## config.mk

```make
export PLATFORM = sky130hd
export DESIGN_NAME = if_stage_pipe_flat
export DESIGN_NICKNAME = d
export VERILOG_FILES = /design/src/rtl/if_stage_pipe_pkg.sv /design/src/rtl/if_stage_pipe_if.sv /design/src/rtl/if_stage_pipe_fetch_fifo.sv /design/src/rtl/if_stage_pipe.sv /design/src/flat_wrapper.sv
export SDC_FILE = /design/constraint.sdc
export NUM_CORES = 1
export LEC_CHECK = 0
export ABC_AREA = 1
export CAP_MARGIN = 20
export CORE_ASPECT_RATIO = 0.7
export CORE_UTILIZATION = 50
export DETAILED_ROUTE_END_ITERATION = 8
export PLACE_DENSITY = 0.72
export SYNTH_ARGS = -nofsm -noshare
export SYNTH_HDL_FRONTEND = slang
export SYNTH_HIERARCHICAL = 1
export SYNTH_SLANG_ARGS = --single-unit
```

## constraint.sdc

```tcl
create_clock -name clk -period 8 [get_ports clk]
set_clock_uncertainty 0.2 [all_clocks]
set_input_delay 1.6 -clock clk [delete_from_list [all_inputs] [get_ports clk]]
set_output_delay 1.6 -clock clk [all_outputs]
set_load 0.01 [all_outputs]
```

## src/rtl/if_stage_pipe_pkg.sv

```systemverilog
// Shared constants, fetch-queue entry type and branch-target helper for the fetch stage.
package if_pkg;
    localparam int INST_BYTES         = 4;
    localparam int DEF_INST_SIZE      = 32;
    localparam int DEF_PC_SIZE        = 32;
    localparam int DEF_BR_OFFSET_SIZE = 16;

    typedef struct packed {
        logic [DEF_PC_SIZE-1:0]   pc;
        logic [DEF_INST_SIZE-1:0] inst;
    } fetch_entry_t;

    // Callers zero-extend into 64 bits; off_bits selects where the offset's sign bit sits.
    function automatic logic [63:0] sext_target(input logic [63:0] br_pc,
                                                input logic [63:0] br_off,
                                                input int          off_bits);
        logic [63:0] off_sext;
        for (int i = 0; i < 64; i++)
            off_sext[i] = (i < off_bits) ? br_off[i] : br_off[off_bits-1];
        return br_pc + 64'(INST_BYTES) + (off_sext << 2);
    endfunction
endpackage

```

## src/rtl/if_stage_pipe_if.sv

```systemverilog
// Fetch-stage bus: EX redirect, instruction-memory request/response and the ID handshake.
interface if_stage_pipe_if #(
    parameter int INST_SIZE      = 32,
    parameter int PC_SIZE        = 32,
    parameter int BR_OFFSET_SIZE = 16
);
    logic                      brTaken;
    logic [PC_SIZE-1:0]        brPC;
    logic [BR_OFFSET_SIZE-1:0] brOffset;
    logic                      imemReq;
    logic [PC_SIZE-1:0]        imemAddr;
    logic                      imemGnt;
    logic                      imemRspValid;
    logic [INST_SIZE-1:0]      imemRspData;
    logic                      outValid;
    logic                      outReady;
    logic [PC_SIZE-1:0]        PC;
    logic [INST_SIZE-1:0]      instruction;

    modport master (
        input  brTaken, brPC, brOffset, imemGnt, imemRspValid, imemRspData, outReady,
        output imemReq, imemAddr, outValid, PC, instruction
    );

    modport slave (
        output brTaken, brPC, brOffset, imemGnt, imemRspValid, imemRspData, outReady,
        input  imemReq, imemAddr, outValid, PC, instruction
    );
endinterface

```

## src/rtl/if_stage_pipe_fetch_fifo.sv

```systemverilog
// Show-ahead synchronous FIFO with flush, holding fetched {pc, inst} entries.
module fetch_fifo #(
    parameter int  DEPTH   = 4,
    parameter type entry_t = if_pkg::fetch_entry_t
) (
    input  logic                         clk,
    input  logic                         rst,
    input  logic                         push_i,
    input  entry_t                       data_i,
    input  logic                         pop_i,
    input  logic                         flush_i,
    output entry_t                       head_o,
    output logic                         empty_o,
    output logic [$clog2(DEPTH+1)-1:0]   count_o
);
    localparam int AW    = $clog2(DEPTH);
    localparam int CNT_W = $clog2(DEPTH + 1);

    entry_t           mem_q [DEPTH];
    logic [AW-1:0]    wr_ptr_q, rd_ptr_q;
    logic [CNT_W-1:0] count_q;
    logic             full, do_push, do_pop;

    assign empty_o = (count_q == '0);
    assign full    = (count_q == CNT_W'(DEPTH));
    assign do_pop  = pop_i && !empty_o;
    assign do_push = push_i && (!full || do_pop);
    assign head_o  = mem_q[rd_ptr_q];
    assign count_o = count_q;

    always_ff @(posedge clk or negedge rst) begin
        if (!rst) begin
            wr_ptr_q <= '0;
            rd_ptr_q <= '0;
            count_q  <= '0;
        end else if (flush_i) begin
            wr_ptr_q <= '0;
            rd_ptr_q <= '0;
            count_q  <= '0;
        end else begin
            if (do_push) wr_ptr_q <= wr_ptr_q + AW'(1);
            if (do_pop)  rd_ptr_q <= rd_ptr_q + AW'(1);
            count_q <= count_q + CNT_W'(do_push) - CNT_W'(do_pop);
        end
    end

    always_ff @(posedge clk) begin
        if (do_push && !flush_i) mem_q[wr_ptr_q] <= data_i;
    end

    // The credit scheme in the parent must make a push into a full queue impossible.
    a_no_push_when_full: assert property (@(posedge clk) disable iff (!rst) !(push_i && full));
endmodule

```

## src/rtl/if_stage_pipe.sv

```systemverilog
// Instruction-fetch stage: credit-limited sequential fetch, redirect squash, show-ahead queue to ID.
// Build option IF_FIFO_BYPASS_EN forwards a response straight to ID when the queue is empty.
module if_stage_pipe
    import if_pkg::*;
#(
    parameter int                  INST_SIZE      = DEF_INST_SIZE,
    parameter int                  PC_SIZE        = DEF_PC_SIZE,
    parameter int                  BR_OFFSET_SIZE = DEF_BR_OFFSET_SIZE,
    parameter int                  FIFO_DEPTH     = 4,
    parameter logic [PC_SIZE-1:0]  RESET_PC       = '0
) (
    input logic               clk,
    input logic               rst,
    if_stage_pipe_if.master   bus
);
    localparam int CNT_W = $clog2(FIFO_DEPTH + 1);

    typedef struct packed {
        logic [PC_SIZE-1:0]   pc;
        logic [INST_SIZE-1:0] inst;
    } entry_t;

    logic [PC_SIZE-1:0] fetch_pc_q, fetch_pc_d, rsp_pc_q, rsp_pc_d, target;
    logic [CNT_W-1:0]   outstanding_q, outstanding_d, drop_q, drop_d, fifo_count;
    logic               grant, rsp_keep, push, pop, fifo_empty;
    entry_t             rsp_entry, head, out_entry;

    assign target = PC_SIZE'(sext_target(64'(bus.brPC), 64'(bus.brOffset), BR_OFFSET_SIZE));

    // Credits cover both in-flight fetches (including wrong-path ones) and queued entries.
    assign bus.imemReq  = rst && !bus.brTaken &&
                          ((outstanding_q + fifo_count) < CNT_W'(FIFO_DEPTH));
    assign bus.imemAddr = fetch_pc_q;
    assign grant        = bus.imemReq && bus.imemGnt;

    assign rsp_keep  = bus.imemRspValid && (drop_q == '0) && !bus.brTaken;
    assign rsp_entry = '{pc: rsp_pc_q, inst: bus.imemRspData};
    assign pop       = !fifo_empty && bus.outReady && !bus.brTaken;

`ifdef IF_FIFO_BYPASS_EN
    logic bypass;
    assign bypass       = rsp_keep && fifo_empty;
    assign bus.outValid = !fifo_empty || bypass;
    assign out_entry    = bypass ? rsp_entry : head;
    assign push         = rsp_keep && !(bypass && bus.outReady);
`else
    assign bus.outValid = !fifo_empty;
    assign out_entry    = head;
    assign push         = rsp_keep;
`endif

    assign bus.PC          = out_entry.pc;
    assign bus.instruction = out_entry.inst;

    always_comb begin
        outstanding_d = outstanding_q + CNT_W'(grant) - CNT_W'(bus.imemRspValid);
        fetch_pc_d    = fetch_pc_q;
        rsp_pc_d      = rsp_pc_q;
        drop_d        = drop_q;
        if (bus.brTaken) begin
            fetch_pc_d = target;
            rsp_pc_d   = target;
            drop_d     = outstanding_d;
        end else begin
            if (grant)    fetch_pc_d = fetch_pc_q + PC_SIZE'(INST_BYTES);
            if (rsp_keep) rsp_pc_d   = rsp_pc_q + PC_SIZE'(INST_BYTES);
            if (bus.imemRspValid && (drop_q != '0)) drop_d = drop_q - CNT_W'(1);
        end
    end

    always_ff @(posedge clk or negedge rst) begin
        if (!rst) begin
            fetch_pc_q    <= RESET_PC;
            rsp_pc_q      <= RESET_PC;
            outstanding_q <= '0;
            drop_q        <= '0;
        end else begin
            fetch_pc_q    <= fetch_pc_d;
            rsp_pc_q      <= rsp_pc_d;
            outstanding_q <= outstanding_d;
            drop_q        <= drop_d;
        end
    end

    fetch_fifo #(
        .DEPTH   (FIFO_DEPTH),
        .entry_t (entry_t)
    ) u_fifo (
        .clk     (clk),
        .rst     (rst),
        .push_i  (push),
        .data_i  (rsp_entry),
        .pop_i   (pop),
        .flush_i (bus.brTaken),
        .head_o  (head),
        .empty_o (fifo_empty),
        .count_o (fifo_count)
    );
endmodule

```

## src/flat_wrapper.sv

```systemverilog
// flat-port wrapper written by rule: the top's interface ports become plain ports
module if_stage_pipe_flat import if_pkg::*;
#(
    parameter int                  INST_SIZE      = DEF_INST_SIZE,
    parameter int                  PC_SIZE        = DEF_PC_SIZE,
    parameter int                  BR_OFFSET_SIZE = DEF_BR_OFFSET_SIZE,
    parameter int                  FIFO_DEPTH     = 4,
    parameter logic [PC_SIZE-1:0]  RESET_PC       = '0
)
  (clk, rst, bus_brTaken, bus_brPC, bus_brOffset, bus_imemGnt, bus_imemRspValid, bus_imemRspData, bus_outReady, bus_imemReq, bus_imemAddr, bus_outValid, bus_PC, bus_instruction);
  if_stage_pipe_if #(.INST_SIZE(INST_SIZE), .PC_SIZE(PC_SIZE), .BR_OFFSET_SIZE(BR_OFFSET_SIZE)) bus_i ();
  input logic clk;
  input logic rst;
  input wire logic [$bits(bus_i.brTaken)-1:0] bus_brTaken;
  input wire logic [$bits(bus_i.brPC)-1:0] bus_brPC;
  input wire logic [$bits(bus_i.brOffset)-1:0] bus_brOffset;
  input wire logic [$bits(bus_i.imemGnt)-1:0] bus_imemGnt;
  input wire logic [$bits(bus_i.imemRspValid)-1:0] bus_imemRspValid;
  input wire logic [$bits(bus_i.imemRspData)-1:0] bus_imemRspData;
  input wire logic [$bits(bus_i.outReady)-1:0] bus_outReady;
  output wire logic [$bits(bus_i.imemReq)-1:0] bus_imemReq;
  output wire logic [$bits(bus_i.imemAddr)-1:0] bus_imemAddr;
  output wire logic [$bits(bus_i.outValid)-1:0] bus_outValid;
  output wire logic [$bits(bus_i.PC)-1:0] bus_PC;
  output wire logic [$bits(bus_i.instruction)-1:0] bus_instruction;
  assign bus_i.brTaken = bus_brTaken;
  assign bus_i.brPC = bus_brPC;
  assign bus_i.brOffset = bus_brOffset;
  assign bus_i.imemGnt = bus_imemGnt;
  assign bus_i.imemRspValid = bus_imemRspValid;
  assign bus_i.imemRspData = bus_imemRspData;
  assign bus_i.outReady = bus_outReady;
  assign bus_imemReq = bus_i.imemReq;
  assign bus_imemAddr = bus_i.imemAddr;
  assign bus_outValid = bus_i.outValid;
  assign bus_PC = bus_i.PC;
  assign bus_instruction = bus_i.instruction;
  if_stage_pipe #(.INST_SIZE(INST_SIZE), .PC_SIZE(PC_SIZE), .BR_OFFSET_SIZE(BR_OFFSET_SIZE), .FIFO_DEPTH(FIFO_DEPTH), .RESET_PC(RESET_PC)) u_core (.clk(clk), .rst(rst), .bus(bus_i));
endmodule
```

==> results of run 1 <==
routing by layer:
layer / vias up / GRT usage [%]
li1: 6635 / -
met1: 6564 / 40.5
met2: 569 / 37.7
met3: 37 / 5.16
met4: 0 / 3.56
met5: - / 0
state kept, by name (all words and copies together), names as in the netlist:
register,flops
u_core/u_fifo/mem_q,256
u_core/outstanding_q,3
u_core/rsp_pc_q,32
u_core/u_fifo/wr_ptr_q,2
u_core/u_fifo/count_o,3
u_core/u_fifo/rd_ptr_q,2
u_core/drop_q,3
u_core/bus.imemAddr,32
worst reg2reg max path, delay by kind of cell (launching register included):
family	cells	cell delay, ns
AND/OR/NAND/NOR	4	2.26
flip-flops	1	0.38
buffers and inverters	2	0.80
adder cells (fa/ha/maj)	1	0.18
where the power goes:
part,switching (mW),internal (mW),leakage (nW),total (mW)
logic,0.508,0.332,4.47,0.839
registers,0.188,2.02,3.23,2.21
clock network,0.653,0.833,0.482,1.49
worst max path at each step:
stage               slack [ns]                                    to                                   from
global route              2.36                    bus_instruction[1]  u_core/u_fifo/rd_ptr_q[0]$_DFFE_PN0P_
detailed placement        2.39  u_core/u_fifo/mem_q[1][39]$_DFFE_PP_                       bus_imemRspValid
CTS                       2.45                    bus_instruction[1]  u_core/u_fifo/rd_ptr_q[0]$_DFFE_PN0P_
finish                    2.51                    bus_instruction[1]  u_core/u_fifo/rd_ptr_q[0]$_DFFE_PN0P_
global placement          2.50  u_core/u_fifo/mem_q[1][25]$_DFFE_PP_                       bus_imemRspValid
floorplan                 2.08   u_core/u_fifo/mem_q[0][0]$_DFFE_PP_                            bus_brTaken
per-stage QoR:
| stage | instance area [um2] | utilization [%] | power, mW | hold slack (ns) | setup WS (ns) |
|---|---|---|---|---|---|
| 3_5_place_dp | 19500 | 57.7 | 3.07 | 0.273 | 2.39 |
| 6_report | 20500 | 60.6 | 4.54 | 0.289 | 2.51 |
| 3_3_place_gp | 19500 | 57.7 | 3.04 | 0.279 | 2.50 |
| 4_1_cts | 20500 | 60.6 | 4.54 | 0.289 | 2.45 |
| 2_1_floorplan | 17400 | - | 2.69 | 0.276 | 2.08 |
| 5_1_grt | 20500 | 60.6 | 4.72 | 0.342 | 2.36 |
synth_stat cells, types with 3 or more instances:
master | n | share of area (%)
a21oi_1 | 61 | 1.8
a22oi_1 | 7 | 0.30
a31oi_1 | 15 | 0.54
buf_2 | 18 | 0.52
buf_6 | 12 | 0.78
clkbuf_1 | 27 | 0.58
dfrtp_1 | 77 | 11
edfxtp_1 | 256 | 44
fa_1 | 3 | 0.35
ha_1 | 69 | 5.0
inv_1 | 164 | 3.5
nand2_1 | 396 | 8.6
nand2_2 | 4 | 0.14
nand3_1 | 80 | 2.3
nand3_2 | 3 | 0.17
nand3b_1 | 17 | 0.73
nand4_1 | 15 | 0.54
nor2_1 | 264 | 5.7
nor2_2 | 4 | 0.14
nor2_4 | 15 | 0.97
nor3_1 | 26 | 0.75
o211ai_1 | 6 | 0.26
o21ai_0 | 132 | 3.8
o21ai_1 | 37 | 1.1
o21ai_2 | 15 | 0.76
o21bai_1 | 4 | 0.17
o22ai_1 | 55 | 2.0
o22ai_2 | 10 | 0.72
or2_2 | 3 | 0.11
xnor2_1 | 6 | 0.30
xor2_1 | 18 | 0.91
logic make-up (layout without fill, tap and decap cells):
family                     after synthesis  count (layout)  synth area share [%]
and+or+nand+nor                        837             837                  20.7
AOI/OAI and AO/OA                      347             347                  11.6
DFF                                    333             333                  55.4
buffers and inverters                  231             418                  5.86
adders and majority gates               72              72                  5.32
xor gates and xnor gates                24              24                  1.21
other                                    0               1                     0
final cells by class:
type                            instances  area share [%]
Inverter                              169            3.10
Clock inverter                         24            1.33
Tap cell                              464            2.83
Antenna cell                            1          0.0122
Multi-Input combinational cell       1280            33.0
Clock buffer                           30            3.55
Sequential cell                       333            46.9
Timing Repair Buffer                  195            9.33
==> flow_metrics.py, run 1 <==
metrics = {
    "synthesis": {
        "synthArstFlopShare_pct": 23.1,
        "synth_fp_nets": 2002,
        "synth_cell_types": 51,
        "syn_area_um2": 17400,
        "syn_area_per_cell_um2": 9.42,
        "ys.flop_type": "edfxtp_1",
        "yosysWarnings": 6,
        "synthCells": 1844,
        "synth_edf_count": 256,
        "synth_seq_cells": 333,
        "yosysSeqAreaShare_pct": 55.4,
    },
    "placed_design": {
        "place_hpwl_um": 31900,
        "portBuffers": 183,
        "dp.cells": 2441,
        "gp_congestion": 0.979,
    },
    "clock_tree": {
        "cts_tree": "done",
        "clk_pin_slew_ns": 0.06,
        "cts_resized": 0,
        "cts_made_buffers": 29,
        "cts-htree-levels": 1,
        "root_buffer": "clkbuf_16",
        "cts_hold_buf": 0,
        "cts.path.max_buffers": 3,
        "cts.sinks": 333,
        "post_cts_buffers": 0,
        "clk_latency_ns": 0.57,
    },
    "routing": {
        "drt-total-wl_um": 46400,
        "ant_nets": 0,
        "met3_length_um": 4230,
        "drc": 0,
        "vias": 13805,
        "viasPerCell": 5.53,
        "first_pass_iters": 6,
        "wl_per_cell_um": 18.6,
        "dr_wl_met2_um": 19900,
        "wl_met1_um": 21800,
        "topRoutingLayerUsed": "met4",
        "drt_iter0_drc": 1691,
    },
    "final_layout": {
        "layout.area.seq_um2": 9620,
        "n_fill_cell": 2807,
        "nets": 2166,
        "instances_no_fill": 2496,
        "final_common_cell": "nand2_1",
        "multiInputGateArea_um2": 6760,
        "area_growth_syn_to_layout_pct": 18.2,
        "final_layout_size_suffix_gt1_share_pct": 6.70,
        "final_cell_mix": "nand2_1, nor2_1, edfxtp_1, clkdlybuf4s50_1, inv_1",
    },
    "timing": {
        "slew_headroom_pct": 29.6,
        "max_slew.worst_pin.slew_ns": 1.06,
        "finalCritPeriodShare_pct": 68.6,
        "grt_setup_unrepaired": "false",
        "fmax_mhz": 182,
        "setup_viol": 0,
        "slew_violations": 0,
        "post-route-min-period_ns": 5.49,
        "finalSetupTns_ns": 0,
        "hold_violations": 0,
    },
    "global_route": {
        "antenna_found_initial": 0,
        "grt_pass1_vias": 12426,
        "grt_pass1_wl_um": 70900,
        "grt_overflow": 0,
        "grt_max_degree": 107,
        "groute.usage.overall_pct": 25.9,
    },
    "critical_path": {
        "r2r-start": "u_core/drop_q[0]$_DFFE_PN0P_",
        "timing.critical_path.buf_inv": 3,
        "cp_num_cells": 5,
        "critPathMaxFanout": 73,
        "startpoint_type": "flop",
        "worst_r2r_path_depth": 7,
        "r2r-end": "u_core/u_fifo/mem_q[1][43]$_DFFE_PP_",
        "reg2reg_slack_ns": 3.76,
        "cp_cell_sequence": "inv_4 -> buf_4 -> o21ai_0 -> o22ai_1 -> clkdlybuf4s50_1",
        "path_delay_family": "buffers and inverters",
        "max_stage_delay_ns": 0.76,
        "worstSetupEndpointType": "output port",
        "cp_slowest_cell": "buf_4",
        "critical_path_class": "flop to output port",
        "crit_arrival_ns": 3.69,
        "required_ns": 6.20,
    },
    "floorplan": {
        "dieArea_um2": 35500,
        "die_h_um": 158,
        "chipWidth_um": 225,
        "core_um2": 33800,
        "initial_core_util_pct": 51.3,
        "num_rows": 56,
        "io_pins": 184,
    },
    "outcome": {
        "status": "completed",
    },
    "flow_run": {
        "drv_cap": 0,
    },
    "worst_hold_path": {
        "hp-class": "flop to flop",
        "hold_start": "u_core/bus.imemAddr[1]$_DFFE_PN0P_",
        "hold_path_end": "u_core/bus.imemAddr[1]$_DFFE_PN0P_",
        "whs_path_depth": 2,
    },
    "power": {
        "p_leak_nw": 8.19,
        "max-vdd-ir-drop_mv": 0.169,
        "powerDensity_nw_per_um2": 221,
    },
}
Note: power is estimated with default switching activity, not from simulation.
==> run 2, diff against run 1 <==
==> constraint.sdc (replaced) <==
create_clock -name clk -period 5.3 [get_ports clk]
set_clock_uncertainty 0.2 [all_clocks]
set_input_delay 1.06 -clock clk [delete_from_list [all_inputs] [get_ports clk]]
set_output_delay 1.06 -clock clk [all_outputs]
set_load 0.01 [all_outputs]
==> flow_metrics.py, run 2 (synthesis gave the netlist of run 1 again) <==
metrics = {
    "timing": {
        "hold_violations": 0,
        "finalCritPeriodShare_pct": 87.8,
        "slew_headroom_pct": 41.0,
        "fmax_mhz": 215,
        "hold_ws_ns": 0.202,
        "setup_viol": 0,
        "grt_setup_unrepaired": "false",
        "slew_violations": 0,
        "post-route-min-period_ns": 4.66,
        "max_slew.worst_pin.slew_ns": 0.885,
    },
    "global_route": {
        "grt_overflow": 0,
        "grt_pass1_wl_um": 73300,
        "grt_max_degree": 74,
        "antenna_found_initial": 0,
        "grt_pass1_vias": 12650,
        "groute.usage.overall_pct": 26.9,
    },
    "final_layout": {
        "final_cell_mix": "nand2_1, nor2_1, edfxtp_1, clkdlybuf4s50_1, inv_1",
        "regMostFlops": "u_core/u_fifo/mem_q",
        "instances_no_fill": 2503,
        "largest_reg_flops": 256,
        "post-route-util_pct": 61.0,
        "nets": 2173,
        "area_growth_syn_to_layout_pct": 18.9,
        "final_layout_size_suffix_gt1_share_pct": 6.92,
        "n_antenna_cell": 0,
        "final_common_cell": "nand2_1",
    },
    "critical_path": {
        "startpoint_type": "flop",
        "crit_arrival_ns": 3.40,
        "required_ns": 4.04,
        "critical_path_class": "flop to output port",
        "worstSetupEndpointType": "output port",
        "critPathMaxFanout": 73,
    },
    "clock_tree": {
        "clk_pin_slew_ns": 0.07,
        "root_buffer": "clkbuf_16",
        "cts-htree-levels": 1,
        "cts.sinks": 333,
        "cts_hold_buf": 0,
        "clk_latency_ns": 0.57,
        "post_cts_buffers": 0,
        "cts_tree": "done",
        "cts.path.max_buffers": 3,
        "cts_made_buffers": 30,
        "cts_resized": 0,
    },
    "placed_design": {
        "place_hpwl_um": 33400,
        "dp.cells": 2447,
        "portBuffers": 183,
        "gp_congestion": 0.960,
    },
    "floorplan": {
        "core_um2": 33800,
        "dieArea_um2": 35500,
        "die_h_um": 158,
        "initial_core_util_pct": 51.3,
        "io_pins": 184,
        "num_rows": 56,
        "chipWidth_um": 225,
    },
    "routing": {
        "first_pass_iters": 7,
        "drc": 0,
        "vias": 13831,
        "drt-total-wl_um": 48000,
        "wl_per_cell_um": 19.2,
        "drt_iter0_drc": 1456,
        "ant_nets": 0,
        "viasPerCell": 5.53,
    },
    "outcome": {
        "status": "completed",
    },
    "worst_hold_path": {
        "hp-class": "input pin to async pin",
    },
    "power": {
        "p_leak_nw": 8.24,
        "powerDensity_nw_per_um2": 332,
        "max-vdd-ir-drop_mv": 0.254,
        "design_power_total_mw": 6.86,
    },
    "flow_run": {
        "drv_cap": 0,
    },
}
## run 2: changes by cell type in the layout (fill, tap and decap cells not counted), sizes merged
cell    change
clkbuf     +10
clkinv      -5
inv         -1
diode       -1
buf         +6
bufinv      -2
## run 2: critical path: stages, from the launching register on
cell and delay, ns:
dfrtp_4 0.42, buf_4 0.51, buf_4 0.71, o21ai_0 0.20, o22ai_1 0.31, clkdlybuf4s50_1 0.60
## run 2: per-layer routing
layer,share of wire (%),track usage [%],routed length (um),vias to the layer above
met2,41,37.8,19900,576
met5,0,0,0,-
met1,48,42.8,23200,6543
li1,-,-,-,6650
met3,8.8,5.38,4220,62
met4,1.5,4.89,702,0
## run 2: power by group
| part | total [mW] | internal (mW) | switching [mW] |
|---|---|---|---|
| sequential | 3.35 | 3.05 | 0.291 |
| clock | 2.24 | 1.26 | 0.980 |
| combinational | 1.28 | 0.505 | 0.776 |
| total | 6.86 | 4.82 | 2.05 |
## run 2: worst paths after layout
path / endpoint / startpoint / slack [ns] / cells past startpoint
worst max-delay path: bus_PC[10] / u_core/u_fifo/rd_ptr_q[0]$_DFFE_PN0P_ / 0.64 / 5
worst min-delay path: u_core/bus.imemAddr[3]$_DFFE_PN0N_ / rst / 0.20 / 1
worst max register to register: u_core/u_fifo/mem_q[0][42]$_DFFE_PP_ / u_core/u_fifo/count_o[1]$_DFF_PN0_ / 2.37 / 11
max in group asynchronous: u_core/u_fifo/rd_ptr_q[0]$_DFFE_PN0P_ / rst / 3.53 / 2
worst min register to register: u_core/bus.imemAddr[0]$_DFFE_PN0P_ / u_core/bus.imemAddr[0]$_DFFE_PN0P_ / 0.28 / 2
min in group clk: u_core/bus.imemAddr[0]$_DFFE_PN0P_ / u_core/bus.imemAddr[0]$_DFFE_PN0P_ / 0.28 / 2
## run 2: metrics by stage
step | area [um2] | setup slack (ns) | setup TNS [ns]
CTS | 20600 | 0.688 | 0
finish | 20600 | 0.644 | 0
global route | 20600 | 0.483 | 0
global placement | 19600 | 0.632 | 0
floorplan | 17400 | -0.0833 | -21.33
detailed placement | 19600 | 0.721 | 0
## run 2: layout make-up
class	instances	area [um2]
flip-flops and latches	333	9620
repair buffers	201	2030
fillers	2808	13200
multi-input cells	1280	6760
clock inverters	16	183
inverters	169	637
clock buffers	40	830
well taps	464	581
